==> config.mk <==
export PLATFORM = sky130hd
export DESIGN_NAME = display_scan
export DESIGN_NICKNAME = d
export VERILOG_FILES = /design/src/rtl/display_pkg.sv /design/src/rtl/scan_prescaler.sv /design/src/rtl/display_scan.sv
export SDC_FILE = /design/constraint.sdc
export NUM_CORES = 1
export LEC_CHECK = 0
export ABC_AREA = 1
export ABC_CLOCK_PERIOD_IN_PS = 1800
export BUFFER_PORTS_ARGS = -buffer_cell sky130_fd_sc_hd__buf_2
export CAP_MARGIN = 20
export CORE_MARGIN = 3
export CORE_UTILIZATION = 50
export CTS_CLUSTER_DIAMETER = 200
export DETAILED_ROUTE_END_ITERATION = 10
export GPL_ROUTABILITY_DRIVEN = 0
export PLACE_DENSITY = 0.75
export SETUP_SLACK_MARGIN = 0.05
export SLEW_MARGIN = 5
export SYNTH_ARGS = -nofsm -noshare
export SYNTH_HDL_FRONTEND = slang
export SYNTH_SLANG_ARGS = --single-unit
==> constraint.sdc <==
create_clock -name clk -period 1.8 [get_ports clk]
set_input_delay 0.18 -clock clk [delete_from_list [all_inputs] [get_ports clk]]
set_output_delay 0.18 -clock clk [all_outputs]
set_load 0.02 [all_outputs]
==> src/rtl/display_pkg.sv <==
// display_pkg: shared constants and types for the seven-segment scan logic.
//   NUM_DIGITS  - digits on the display
//   ANODE_OFF   - anode pattern with every digit dark (anodes are active-low)
//   digit_idx_t - digit slot index
//   bcd_t       - one BCD nibble
package display_pkg;
   localparam int         NUM_DIGITS = 8;
   localparam logic [7:0] ANODE_OFF  = 8'hFF;
   typedef logic [2:0] digit_idx_t;
   typedef logic [3:0] bcd_t;
endpackage

==> src/rtl/scan_prescaler.sv <==
// scan_prescaler: divides clk into digit slots of PRESCALE cycles.
//   clk, rst_n - clock, synchronous active-low reset
//   load_stb   - high on the cycle whose closing edge ends the dead time
//   slot_end   - high on the last cycle of the slot
module scan_prescaler #(
   parameter int PRESCALE    = 100_000,
   parameter int DEAD_CYCLES = 4
) (
   input  logic clk,
   input  logic rst_n,
   output logic load_stb,
   output logic slot_end
);
   localparam int CW = (PRESCALE > 1) ? $clog2(PRESCALE) : 1;
   localparam logic [CW-1:0] LAST    = CW'(PRESCALE - 1);
   localparam logic [CW-1:0] LOAD_AT = CW'(DEAD_CYCLES - 1);

   logic [CW-1:0] cnt;

   always_ff @(posedge clk) begin
      if (!rst_n)          cnt <= '0;
      else if (cnt == LAST) cnt <= '0;
      else                  cnt <= cnt + 1'b1;
   end

   // Strobes flag the cycle before the edge on which the top acts.
   assign load_stb = (cnt == LOAD_AT);
   assign slot_end = (cnt == LAST);
endmodule

==> src/rtl/display_scan.sv <==
// display_scan: 8-digit seven-segment scan controller with blanking, blink
// and an anode dead time at the start of every slot.
//   clk, rst_n  - clock, synchronous active-low reset
//   digits      - eight BCD nibbles, digit 0 rightmost
//   blank_mask  - 1 = digit always dark
//   blink_mask  - 1 = digit dark while blink_phase is 1
//   x           - nibble to the segment decoder
//   an          - active-low anodes, at most one low
//   frame_tick  - one-cycle pulse when the scan wraps back to digit 0
//   blink_phase - 1 = blinking digits dark
module display_scan
   import display_pkg::*;
#(
   parameter int PRESCALE     = 100_000,
   parameter int DEAD_CYCLES  = 4,
   parameter int BLINK_FRAMES = 250
) (
   input  logic        clk,
   input  logic        rst_n,
   input  logic [31:0] digits,
   input  logic [7:0]  blank_mask,
   input  logic [7:0]  blink_mask,
   output logic [3:0]  x,
   output logic [7:0]  an,
   output logic        frame_tick,
   output logic        blink_phase
);
   localparam int FW = (BLINK_FRAMES > 1) ? $clog2(BLINK_FRAMES) : 1;
   localparam logic [FW-1:0] FRM_LAST = FW'(BLINK_FRAMES - 1);
   localparam digit_idx_t    IDX_LAST = digit_idx_t'(NUM_DIGITS - 1);

   logic          load_stb, slot_end;
   digit_idx_t    idx;
   logic [FW-1:0] frm;
   logic          vis;
   bcd_t          nib;

   scan_prescaler #(
      .PRESCALE    (PRESCALE),
      .DEAD_CYCLES (DEAD_CYCLES)
   ) u_pre (
      .clk      (clk),
      .rst_n    (rst_n),
      .load_stb (load_stb),
      .slot_end (slot_end)
   );

   assign nib = digits[4*idx +: 4];
   assign vis = ~blank_mask[idx] & ~(blink_mask[idx] & blink_phase);

   always_ff @(posedge clk) begin
      if (!rst_n) begin
         idx         <= '0;
         frm         <= '0;
         blink_phase <= 1'b0;
         x           <= 4'h0;
         an          <= ANODE_OFF;
         frame_tick  <= 1'b0;
      end else begin
         frame_tick <= slot_end && (idx == IDX_LAST);
         // x only moves here, after the dead time has kept every anode off,
         // so a new nibble never appears on a lit digit.
         if (load_stb) begin
            x  <= nib;
            an <= vis ? ~(8'b1 << idx) : ANODE_OFF;
         end
         if (slot_end) begin
            an  <= ANODE_OFF;
            idx <= idx + 3'd1;
            if (idx == IDX_LAST) begin
               if (frm == FRM_LAST) begin
                  frm         <= '0;
                  blink_phase <= ~blink_phase;
               end else begin
                  frm <= frm + 1'b1;
               end
            end
         end
      end
   end
endmodule

==> flow_metrics.py, run 1 <==
metrics = {
    "final_layout": {
        "most-common-layout-cells": "102 x nand2_1, 66 x nor2_1, 63 x buf_2",
        "drive_gt1_frac": 0.202,
        "fin_util": 0.625,
        "finish.instance_area_sq_um": 3250,
        "n_antenna_cell": 0,
        "area_growth_syn_to_layout_pct": 18.6,
        "n_fill_cell": 532,
        "nets": 559,
        "regArea_sq_um": 841,
        "multi_input_area_sq_um": 1650,
        "final_common_cell": "nand2_1",
    },
    "critical_path": {
        "crit_required_ns": 2.00,
        "crit_type": "flip-flop to flip-flop",
        "startpoint_type": "flip-flop",
        "endpoint_kind": "flip-flop",
        "worstPathMaxFanout": 5,
        "crit_arrival_ns": 1.77,
    },
    "global_route": {
        "track_usage": 0.224,
        "overflow": 0,
        "grt_pass1_vias": 2787,
        "grt_max_degree": 33,
        "grt_antenna_before_repair": 0,
        "grt_pass1_wl_um": 11500,
    },
    "pwr": {
        "power.internal_mw": 1.45,
        "leakagePower_nw": 1.43,
        "p_switching_mw": 0.429,
        "p_sw_frac": 0.229,
        "pwr-share-comb": 0.099,
        "clockPowerShare": 0.390,
        "ir_drop_mv": 0.384,
        "pwr-share-seq": 0.511,
        "power_mw": 1.87,
        "p_per_area_nw_per_um2": 576,
    },
    "logic_synthesis": {
        "yosysWarnings": 0,
        "synth_area_sq_um": 2750,
        "synth_nets": 494,
        "seq_area_frac_synth": 0.306,
        "synth_edf_count": 0,
        "synth_cell_types": 29,
        "synth_cells": 435,
        "syn_area_per_cell_sq_um": 6.31,
        "synthFlopType": "dfxtp_1",
        "synth_seq_cells": 42,
        "synth_async_sr_flop_share": 0,
    },
    "clock_network": {
        "cts-root-buf": "clkbuf_8",
        "worstSkewPairLatency_ns": 0.30,
        "cts_max_level": 2,
        "holdBufCountCts": 0,
        "cts_made_buffers": 5,
        "path_clk_slew_ns": 0.07,
        "clock-sinks": 42,
        "ctsResizeCount": 0,
        "cts_tree": "done",
        "clock_path_buffers": 2,
        "postCtsSetupBuffers": 0,
    },
    "floorplanning": {
        "start_util": 0.527,
        "pin_count": 64,
        "fp-row-count": 26,
        "fp.dieArea_sq_um": 6420,
        "die_h_um": 80.1,
        "core_sq_um": 5200,
        "die_w_um": 80.1,
    },
    "sta": {
        "fin_skew_ns": 0.00440,
        "drv_slew": 0,
        "rsz0062_at_grt": "true",
        "max_freq_ghz": 0.637,
        "finalHoldViolCount": 0,
        "relSlewSlack": 0.765,
        "finalWorstSetupSlack_ns": 0.231,
        "worst_pin_slew_ns": 0.352,
        "setup_violations": 0,
        "fin_crit_sh": 0.872,
        "fin_crit_ns": 1.57,
        "tns_ns": 0,
    },
    "placement": {
        "io_buffers": 63,
        "place_area_sq_um": 3130,
        "pre_cts_ws_ns": 0.204,
        "dpl.hpwl_um": 5260,
    },
    "job": {
        "maxCapViolations": 0,
    },
    "route": {
        "wl_per_cell_um": 11.7,
        "first_pass_iters": 4,
        "routed_via_density": 5.14,
        "drt_iter0_markers": 154,
        "drt_wl_total_um": 6670,
        "vias": 2934,
        "drc_errors": 0,
        "drtAntennaViolNets": 0,
    },
    "min_path": {
        "hold_path_class": "input port to flip-flop",
    },
    "outcome": {
        "status": "finished, final reports clean",
    },
}
==> Yosys cell counts (3+ instances only) <==
library cell  instances  area (sq um)
or2_2                 3          18.8
ha_1                  9           113
o211ai_1              9          67.6
buf_2                 5          25.0
dfxtp_1              42           841
nand3_1              40           200
nand2_1             102           383
nor2_2                5          31.3
o21ai_0              21           105
clkbuf_1              5          18.8
inv_1                45           169
nand4_1              15          93.8
nor2_1               67           251
xor2_1                6          52.6
nor3_1                6          30.0
nor2_4                3          33.8
a21oi_1              31           155
nand2_2               4          25.0
==> sequential cells by signal (all words and copies together), names as in the netlist <==
signal	flops
frame_tick	1
frm	8
an	8
blink_phase	1
x	4
idx	3
u_pre.cnt	17
==> path summary, 6_finish.rpt <==
| check | from | to | slack, ns | depth (start not counted) |
|---|---|---|---|---|
| setup reg to reg | u_pre.cnt[0]$_SDFF_PP0_ | frm[1]$_SDFFE_PN0P_ | 0.23 | 8 |
| hold / removal | rst_n | blink_phase$_SDFFE_PN0P_ | 0.20 | 3 |
| hold reg to reg | an[4]$_SDFFE_PP1N_ | an[4]$_SDFFE_PP1N_ | 0.47 | 2 |
| setup / recovery | u_pre.cnt[0]$_SDFF_PP0_ | frm[1]$_SDFFE_PN0P_ | 0.23 | 8 |
==> per-layer routing <==
metal	part of all wire	GRT usage	vias to the layer above
li1	-	-	1539
met1	0.46	0.277	1329
met2	0.48	0.381	56
met3	0.050	0.0572	10
met4	0.015	0.0659	0
met5	0	0	-
==> power groups by stage <==
stage	Clock, mW	Combinational (mW)	Sequential (mW)
3_5_place_dp	0	0.185	0.979
3_3_place_gp	0	0.183	0.979
5_1_grt	0.794	0.211	0.960
2_1_floorplan	0	0.0879	0.994
6_report	0.732	0.185	0.957
4_1_cts	0.749	0.186	0.957
==> cell families (layout without fill, tap and decap cells) <==
| family | after synthesis | after routing | share of synthesized area |
|---|---|---|---|
| simple gates | 252 | 252 | 0.414 |
| fa+ha+maj | 9 | 9 | 0.0410 |
| buf+inv | 64 | 130 | 0.0975 |
| xor+xnor | 6 | 6 | 0.0191 |
| flops | 42 | 42 | 0.306 |
| compound gates | 62 | 62 | 0.122 |
==> through the flow <==
stage / hold WS [ns] / std cells
after floorplan: 0.301 / 435
after global placement: 0.432 / 563
after detailed placement: 0.452 / 563
after CTS: 0.191 / 571
after global routing: 0.214 / 571
final: 0.200 / 571
==> cell type report <==
| cell class | instances | share of cell area |
|---|---|---|
| clock inverters | 1 | 0.00923 |
| flip-flops and latches | 42 | 0.258 |
| multi-input cells | 329 | 0.506 |
| inverters | 51 | 0.0596 |
| clock buffers | 7 | 0.0235 |
| repair buffers | 71 | 0.116 |
| well taps | 70 | 0.0269 |
==> critical path, stage by stage, from the launching register on <==
cell and delay, ns:
dfxtp_1 0.37, ha_2 0.23, nand4_1 0.19, nor2_4 0.20, nand3_4 0.11, nor2_2 0.13, nor2_1 0.08, inv_1 0.10
nor2_1 0.05
Note: power is estimated with default switching activity, not from simulation.
==> run 2: changes to the inputs <==
--- a/config.mk
+++ b/config.mk
@@ -11,10 +11,10 @@
 export CAP_MARGIN = 20
 export CORE_MARGIN = 3
 export CORE_UTILIZATION = 50
-export CTS_CLUSTER_DIAMETER = 200
+export CTS_CLUSTER_DIAMETER = 80
 export DETAILED_ROUTE_END_ITERATION = 10
 export GPL_ROUTABILITY_DRIVEN = 0
-export PLACE_DENSITY = 0.75
+export PLACE_DENSITY = 0.81
 export SETUP_SLACK_MARGIN = 0.05
 export SLEW_MARGIN = 5
 export SYNTH_ARGS = -nofsm -noshare
==> flow_metrics.py, run 2 (synthesized netlist as in run 1, its figures left out) <==
metrics = {
    "route": {
        "routed_via_density": 5.17,
        "drc_errors": 0,
        "first_pass_iters": 5,
        "vias": 2945,
        "drt_wl_total_um": 6770,
        "wl_per_cell_um": 11.9,
        "drtAntennaViolNets": 0,
        "drt_iter0_markers": 244,
    },
    "floorplanning": {
        "fp.dieArea_sq_um": 6420,
        "core_sq_um": 5200,
        "start_util": 0.527,
        "fp-row-count": 26,
        "pin_count": 64,
        "die_h_um": 80.1,
        "die_w_um": 80.1,
    },
    "critical_path": {
        "crit_family": "simple AND/OR/NAND/NOR gates",
        "r2r_setup_slack_ns": 0.17,
        "crit_required_ns": 2.04,
        "worstPathMaxFanout": 5,
        "critPathMaxStageDelay_ns": 0.40,
        "crit_buf_inv": 1,
        "crit_arrival_ns": 1.87,
        "crit_type": "flip-flop to flip-flop",
        "crit_chain": "ha_4 > nand2_1 > inv_1 > nand2_1 > nor2_2 > nand3_1 > nor2_4 > nand2_1 > a21oi_1",
        "slowest_stage": "dfxtp_1",
        "r2r_cells": 9,
        "r2r-start": "u_pre.cnt[0]$_SDFF_PP0_",
        "r2r_end": "frm[4]$_SDFFE_PN0P_",
        "endpoint_kind": "flip-flop",
        "crit_top_cell": "nand2_1",
        "startpoint_type": "flip-flop",
    },
    "min_path": {
        "min_path_cells": 3,
        "hold_start": "rst_n",
        "whs_endpoint": "blink_phase$_SDFFE_PN0P_",
        "hold_path_class": "input port to flip-flop",
    },
    "global_route": {
        "track_usage": 0.222,
        "overflow": 0,
        "grt_pass1_wl_um": 11600,
        "grt_pass1_vias": 2737,
        "grt_antenna_before_repair": 0,
        "grt_max_degree": 32,
    },
    "sta": {
        "finalHoldViolCount": 0,
        "fin_crit_sh": 0.904,
        "drv_slew": 0,
        "max_freq_ghz": 0.615,
        "relSlewSlack": 0.724,
        "finalWorstSetupSlack_ns": 0.173,
        "worst_pin_slew_ns": 0.414,
        "rsz0062_at_grt": "false",
        "fin_crit_ns": 1.63,
        "setup_violations": 0,
        "tns_ns": 0,
        "fin_skew_ns": 0.00825,
    },
    "final_layout": {
        "n_antenna_cell": 0,
        "top_register": "u_pre.cnt",
        "largest_register_ffs": 17,
        "regArea_sq_um": 841,
        "most-common-layout-cells": "102 x nand2_1, 65 x nor2_1, 63 x buf_2",
        "area_growth_syn_to_layout_pct": 18.8,
        "multi_input_area_sq_um": 1660,
        "n_fill_cell": 498,
        "drive_gt1_frac": 0.208,
        "nets": 558,
        "final_common_cell": "nand2_1",
        "final-instance-count-excl-fill": 570,
        "top_regs": "u_pre.cnt: 17 flops, an: 8 flops, frm: 8 flops",
    },
    "pwr": {
        "leakagePower_nw": 1.43,
        "power.internal_mw": 1.44,
        "p_switching_mw": 0.454,
        "pwr-share-seq": 0.506,
        "clockPowerShare": 0.394,
        "ir_drop_mv": 0.545,
        "p_sw_frac": 0.240,
        "pwr-share-comb": 0.100,
        "p_per_area_nw_per_um2": 581,
    },
    "clock_network": {
        "clock-sinks": 42,
        "cts_made_buffers": 5,
        "cts_tree": "done",
        "cts-root-buf": "clkbuf_8",
        "holdBufCountCts": 0,
        "path_clk_slew_ns": 0.08,
        "cts_max_level": 2,
        "worstSkewPairLatency_ns": 0.31,
        "clock_path_buffers": 2,
    },
    "outcome": {
        "status": "finished, final reports clean",
    },
    "placement": {
        "dpl.hpwl_um": 5110,
        "pre_cts_ws_ns": 0.149,
        "io_buffers": 63,
        "dp.cells": 560,
    },
    "job": {
        "maxCapViolations": 0,
    },
}
run 2: area by class of cell:
class                   count  share of cell area
clock buffers               5              0.0211
clock inverters             3              0.0123
inverters                  51              0.0606
multi-input cells         329               0.509
flip-flops and latches     42               0.258
well taps                  70              0.0269
repair buffers             70               0.113
run 2: stage by stage:
| step | power, mW | hold WS, ns | cell area, sq um | util |
|---|---|---|---|---|
| 5_1_grt | 1.97 | 0.208 | 3260 | 0.627 |
| 6_report | 1.89 | 0.199 | 3260 | 0.627 |
| 3_3_place_gp | 1.16 | 0.433 | 3110 | 0.598 |
| 2_1_floorplan | 1.08 | 0.301 | 2750 | - |
| 3_5_place_dp | 1.17 | 0.439 | 3110 | 0.598 |
| 4_1_cts | 1.89 | 0.206 | 3220 | 0.619 |
run 2: power by group through the flow:
stage	Sequential [mW]	Clock (mW)	Combinational [mW]
CTS	0.957	0.750	0.187
floorplan	0.994	0	0.0879
global placement	0.978	0	0.182
detailed placement	0.979	0	0.186
finish	0.959	0.747	0.189
global route	0.962	0.797	0.214
run 2: worst max-delay path by stage:
stage,end,from,slack [ns],cells after the start
final,frm[4]$_SDFFE_PN0P_,u_pre.cnt[0]$_SDFF_PP0_,0.17,9
after global routing,frm[4]$_SDFFE_PN0P_,u_pre.cnt[0]$_SDFF_PP0_,0.05,9
after detailed placement,frm[4]$_SDFFE_PN0P_,u_pre.cnt[0]$_SDFF_PP0_,0.15,9
after CTS,frm[4]$_SDFFE_PN0P_,u_pre.cnt[0]$_SDFF_PP0_,0.11,9
after floorplan,frm[3]$_SDFFE_PN0P_,u_pre.cnt[0]$_SDFF_PP0_,0.40,8
after global placement,frm[4]$_SDFFE_PN0P_,u_pre.cnt[0]$_SDFF_PP0_,0.24,9
run 2: repair_timing:
item                                    in CTS  in global routing
gates resized for setup                      0                  6
endpoints found under the hold margin        0                  0
setup buffers                                0                  2
endpoints found under the setup margin       0                 22
run 2: routing by layer:
| layer | share of wire | up-vias | wire (um) | global-route usage |
|---|---|---|---|---|
| met4 | 0.0078 | 0 | 53 | 0.0642 |
| met5 | 0 | - | 0 | 0 |
| li1 | - | 1541 | - | - |
| met3 | 0.047 | 7 | 321 | 0.0527 |
| met2 | 0.49 | 72 | 3330 | 0.378 |
| met1 | 0.45 | 1325 | 3070 | 0.276 |
run 2: worst min-delay path: cells and delay by family:
family / cells / cell delay [ns]
and+or+nand+nor: 2 / 0.12
buffers and inverters: 1 / 0.16
==> run 3: changes to the inputs <==
--- a/config.mk
+++ b/config.mk
@@ -6,15 +6,14 @@
 export NUM_CORES = 1
 export LEC_CHECK = 0
 export ABC_AREA = 1
-export ABC_CLOCK_PERIOD_IN_PS = 1800
-export BUFFER_PORTS_ARGS = -buffer_cell sky130_fd_sc_hd__buf_2
+export ABC_CLOCK_PERIOD_IN_PS = 1750
 export CAP_MARGIN = 20
 export CORE_MARGIN = 3
 export CORE_UTILIZATION = 50
 export CTS_CLUSTER_DIAMETER = 80
 export DETAILED_ROUTE_END_ITERATION = 10
-export GPL_ROUTABILITY_DRIVEN = 0
-export PLACE_DENSITY = 0.81
+export DONT_BUFFER_PORTS = 1
+export PLACE_DENSITY = 0.71
 export SETUP_SLACK_MARGIN = 0.05
 export SLEW_MARGIN = 5
 export SYNTH_ARGS = -nofsm -noshare
==> constraint.sdc (replaced) <==
create_clock -name clk -period 1.75 [get_ports clk]
set_input_delay 0.175 -clock clk [delete_from_list [all_inputs] [get_ports clk]]
set_output_delay 0.175 -clock clk [all_outputs]
set_load 0.02 [all_outputs]
==> flow_metrics.py, run 3 (synthesized netlist as in run 1, its figures left out) <==
metrics = {
    "outcome": {
        "status": "finished, final reports clean",
    },
    "route": {
        "wl_per_cell_um": 12.5,
        "first_pass_iters": 4,
        "vias": 2707,
        "drc_errors": 0,
        "drt_iter0_markers": 263,
        "drt_wl_total_um": 6390,
        "routed_via_density": 5.28,
        "drtAntennaViolNets": 0,
    },
    "pwr": {
        "p_sw_frac": 0.235,
        "pwr-share-seq": 0.532,
        "power_mw": 1.88,
        "clockPowerShare": 0.409,
        "power.internal_mw": 1.44,
        "ir_drop_mv": 0.631,
        "p_per_area_nw_per_um2": 630,
        "leakagePower_nw": 1.21,
        "pwr-share-comb": 0.058,
        "p_switching_mw": 0.443,
    },
    "clock_network": {
        "path_clk_slew_ns": 0.08,
        "postCtsSetupBuffers": 0,
        "worstSkewPairLatency_ns": 0.30,
        "cts_max_level": 2,
        "cts_made_buffers": 5,
        "clock_path_buffers": 2,
        "cts_tree": "done",
        "cts-root-buf": "clkbuf_8",
        "clock-sinks": 42,
    },
    "placement": {
        "dpl.hpwl_um": 4960,
        "io_buffers": 0,
        "dp.cells": 503,
        "gp_congestion": 0.956,
    },
    "sta": {
        "worst_pin_slew_ns": 0.358,
        "tns_ns": 0,
        "relSlewSlack": 0.761,
        "fin_crit_ns": 1.54,
        "fin_skew_ns": 0.00484,
        "rsz0062_at_grt": "false",
        "setup_violations": 0,
        "fin_crit_sh": 0.882,
        "finalHoldViolCount": 0,
        "max_freq_ghz": 0.648,
        "drv_slew": 0,
    },
    "critical_path": {
        "crit_type": "flip-flop to flip-flop",
        "r2r-start": "u_pre.cnt[0]$_SDFF_PP0_",
        "r2r_cells": 8,
        "r2r_end": "frm[3]$_SDFFE_PN0P_",
        "crit_required_ns": 1.95,
        "crit_arrival_ns": 1.75,
        "crit_family": "simple AND/OR/NAND/NOR gates",
        "crit_chain": "ha_2 > nand4_1 > nor2_4 > nand3_4 > nor2_2 > nor2_1 > nand2_1 > nor2_2",
        "endpoint_kind": "flip-flop",
        "slowest_stage": "dfxtp_1",
        "crit_start": "u_pre.cnt[0]$_SDFF_PP0_",
        "r2r_setup_slack_ns": 0.21,
        "critPathMaxStageDelay_ns": 0.36,
        "worstPathMaxFanout": 5,
        "startpoint_type": "flip-flop",
        "crit_top_cell": "nor2_2",
        "crit_buf_inv": 0,
    },
    "final_layout": {
        "top_register": "u_pre.cnt",
        "final-instance-count-excl-fill": 513,
        "largest_register_ffs": 17,
        "nets": 501,
        "top_regs": "u_pre.cnt: 17 flops, an: 8 flops, frm: 8 flops",
        "area_growth_syn_to_layout_pct": 9.02,
        "drive_gt1_frac": 0.102,
        "n_antenna_cell": 0,
        "most-common-layout-cells": "102 x nand2_1, 65 x nor2_1, 45 x inv_1",
        "final_common_cell": "nand2_1",
        "fin_util": 0.575,
    },
    "floorplanning": {
        "start_util": 0.527,
        "pin_count": 64,
        "die_h_um": 80.1,
        "fp.dieArea_sq_um": 6420,
        "die_w_um": 80.1,
        "fp-row-count": 26,
        "core_sq_um": 5200,
    },
    "global_route": {
        "grt_pass1_wl_um": 11200,
        "overflow": 0,
        "grt_util_met1": 0.292,
        "grt_util_met3": 0.0381,
        "grt-busiest-layer": "met2",
        "track_usage": 0.217,
        "grt_antenna_before_repair": 0,
        "grt_max_degree": 24,
        "grt_pass1_vias": 2512,
        "gr-usage-met2": 0.346,
    },
    "min_path": {
        "hold_start": "rst_n",
        "min_path_cells": 2,
        "hold_path_class": "input port to flip-flop",
        "whs_endpoint": "idx[0]$_SDFFE_PN0N_",
    },
    "job": {
        "maxCapViolations": 0,
    },
}
## run 3: metrics by stage
stage | cell area (sq um) | worst slack (ns) | hold WS (ns)
after detailed placement | 2840 | 0.169 | 0.302
after global placement | 2840 | 0.245 | 0.303
after floorplan | 2750 | 0.350 | 0.296
after CTS | 2970 | 0.151 | 0.000155
after global routing | 2990 | 0.0394 | 0.0143
final | 2990 | 0.206 | 0.0213
## run 3: repair_timing
action,4_1_cts,5_1_grt
hold endpoints to repair,3,1
resized for setup,0,5
endpoints found under the setup margin,0,5
hold buffers,1,1
## run 3: how the worst max path moves through the flow
| stage | end | slack [ns] | depth (start not counted) |
|---|---|---|---|
| CTS | frm[5]$_SDFFE_PN0P_ | 0.15 | 9 |
| floorplan | frm[3]$_SDFFE_PN0P_ | 0.35 | 8 |
| global placement | frm[3]$_SDFFE_PN0P_ | 0.25 | 8 |
| detailed placement | frm[5]$_SDFFE_PN0P_ | 0.17 | 9 |
| global route | frm[5]$_SDFFE_PN0P_ | 0.04 | 8 |
| finish | frm[3]$_SDFFE_PN0P_ | 0.21 | 8 |
## run 3: power groups by stage
| stage | registers [mW] | clock network (mW) | logic (mW) |
|---|---|---|---|
| floorplan | 1.02 | 0 | 0.0904 |
| finish | 1.00 | 0.771 | 0.110 |
| CTS | 1.00 | 0.792 | 0.108 |
| detailed placement | 1.03 | 0 | 0.105 |
| global route | 1.01 | 0.837 | 0.130 |
| global placement | 1.03 | 0 | 0.103 |
## run 3: cell type report
class / count / area [sq um]
Fill cell: 510 / 2210
Multi-Input combinational cell: 329 / 1650
Sequential cell: 42 / 841
Inverter: 51 / 194
Timing Repair Buffer: 13 / 103
Tap cell: 70 / 87.6
Clock buffer: 5 / 68.8
Clock inverter: 3 / 45.0
## run 3: worst reg2reg max path, stage by stage, from the launching register on
cell and delay (ns):
dfxtp_1 0.36, ha_2 0.23, nand4_1 0.19, nor2_4 0.19, nand3_4 0.11, nor2_2 0.15, nor2_1 0.09, nand2_1 0.10
nor2_2 0.03
## run 3: metal layers
layer | part of all wire | wire length [um]
met1 | 0.46 | 2970
met2 | 0.46 | 2920
met3 | 0.063 | 400
met4 | 0.016 | 100
met5 | 0 | 0
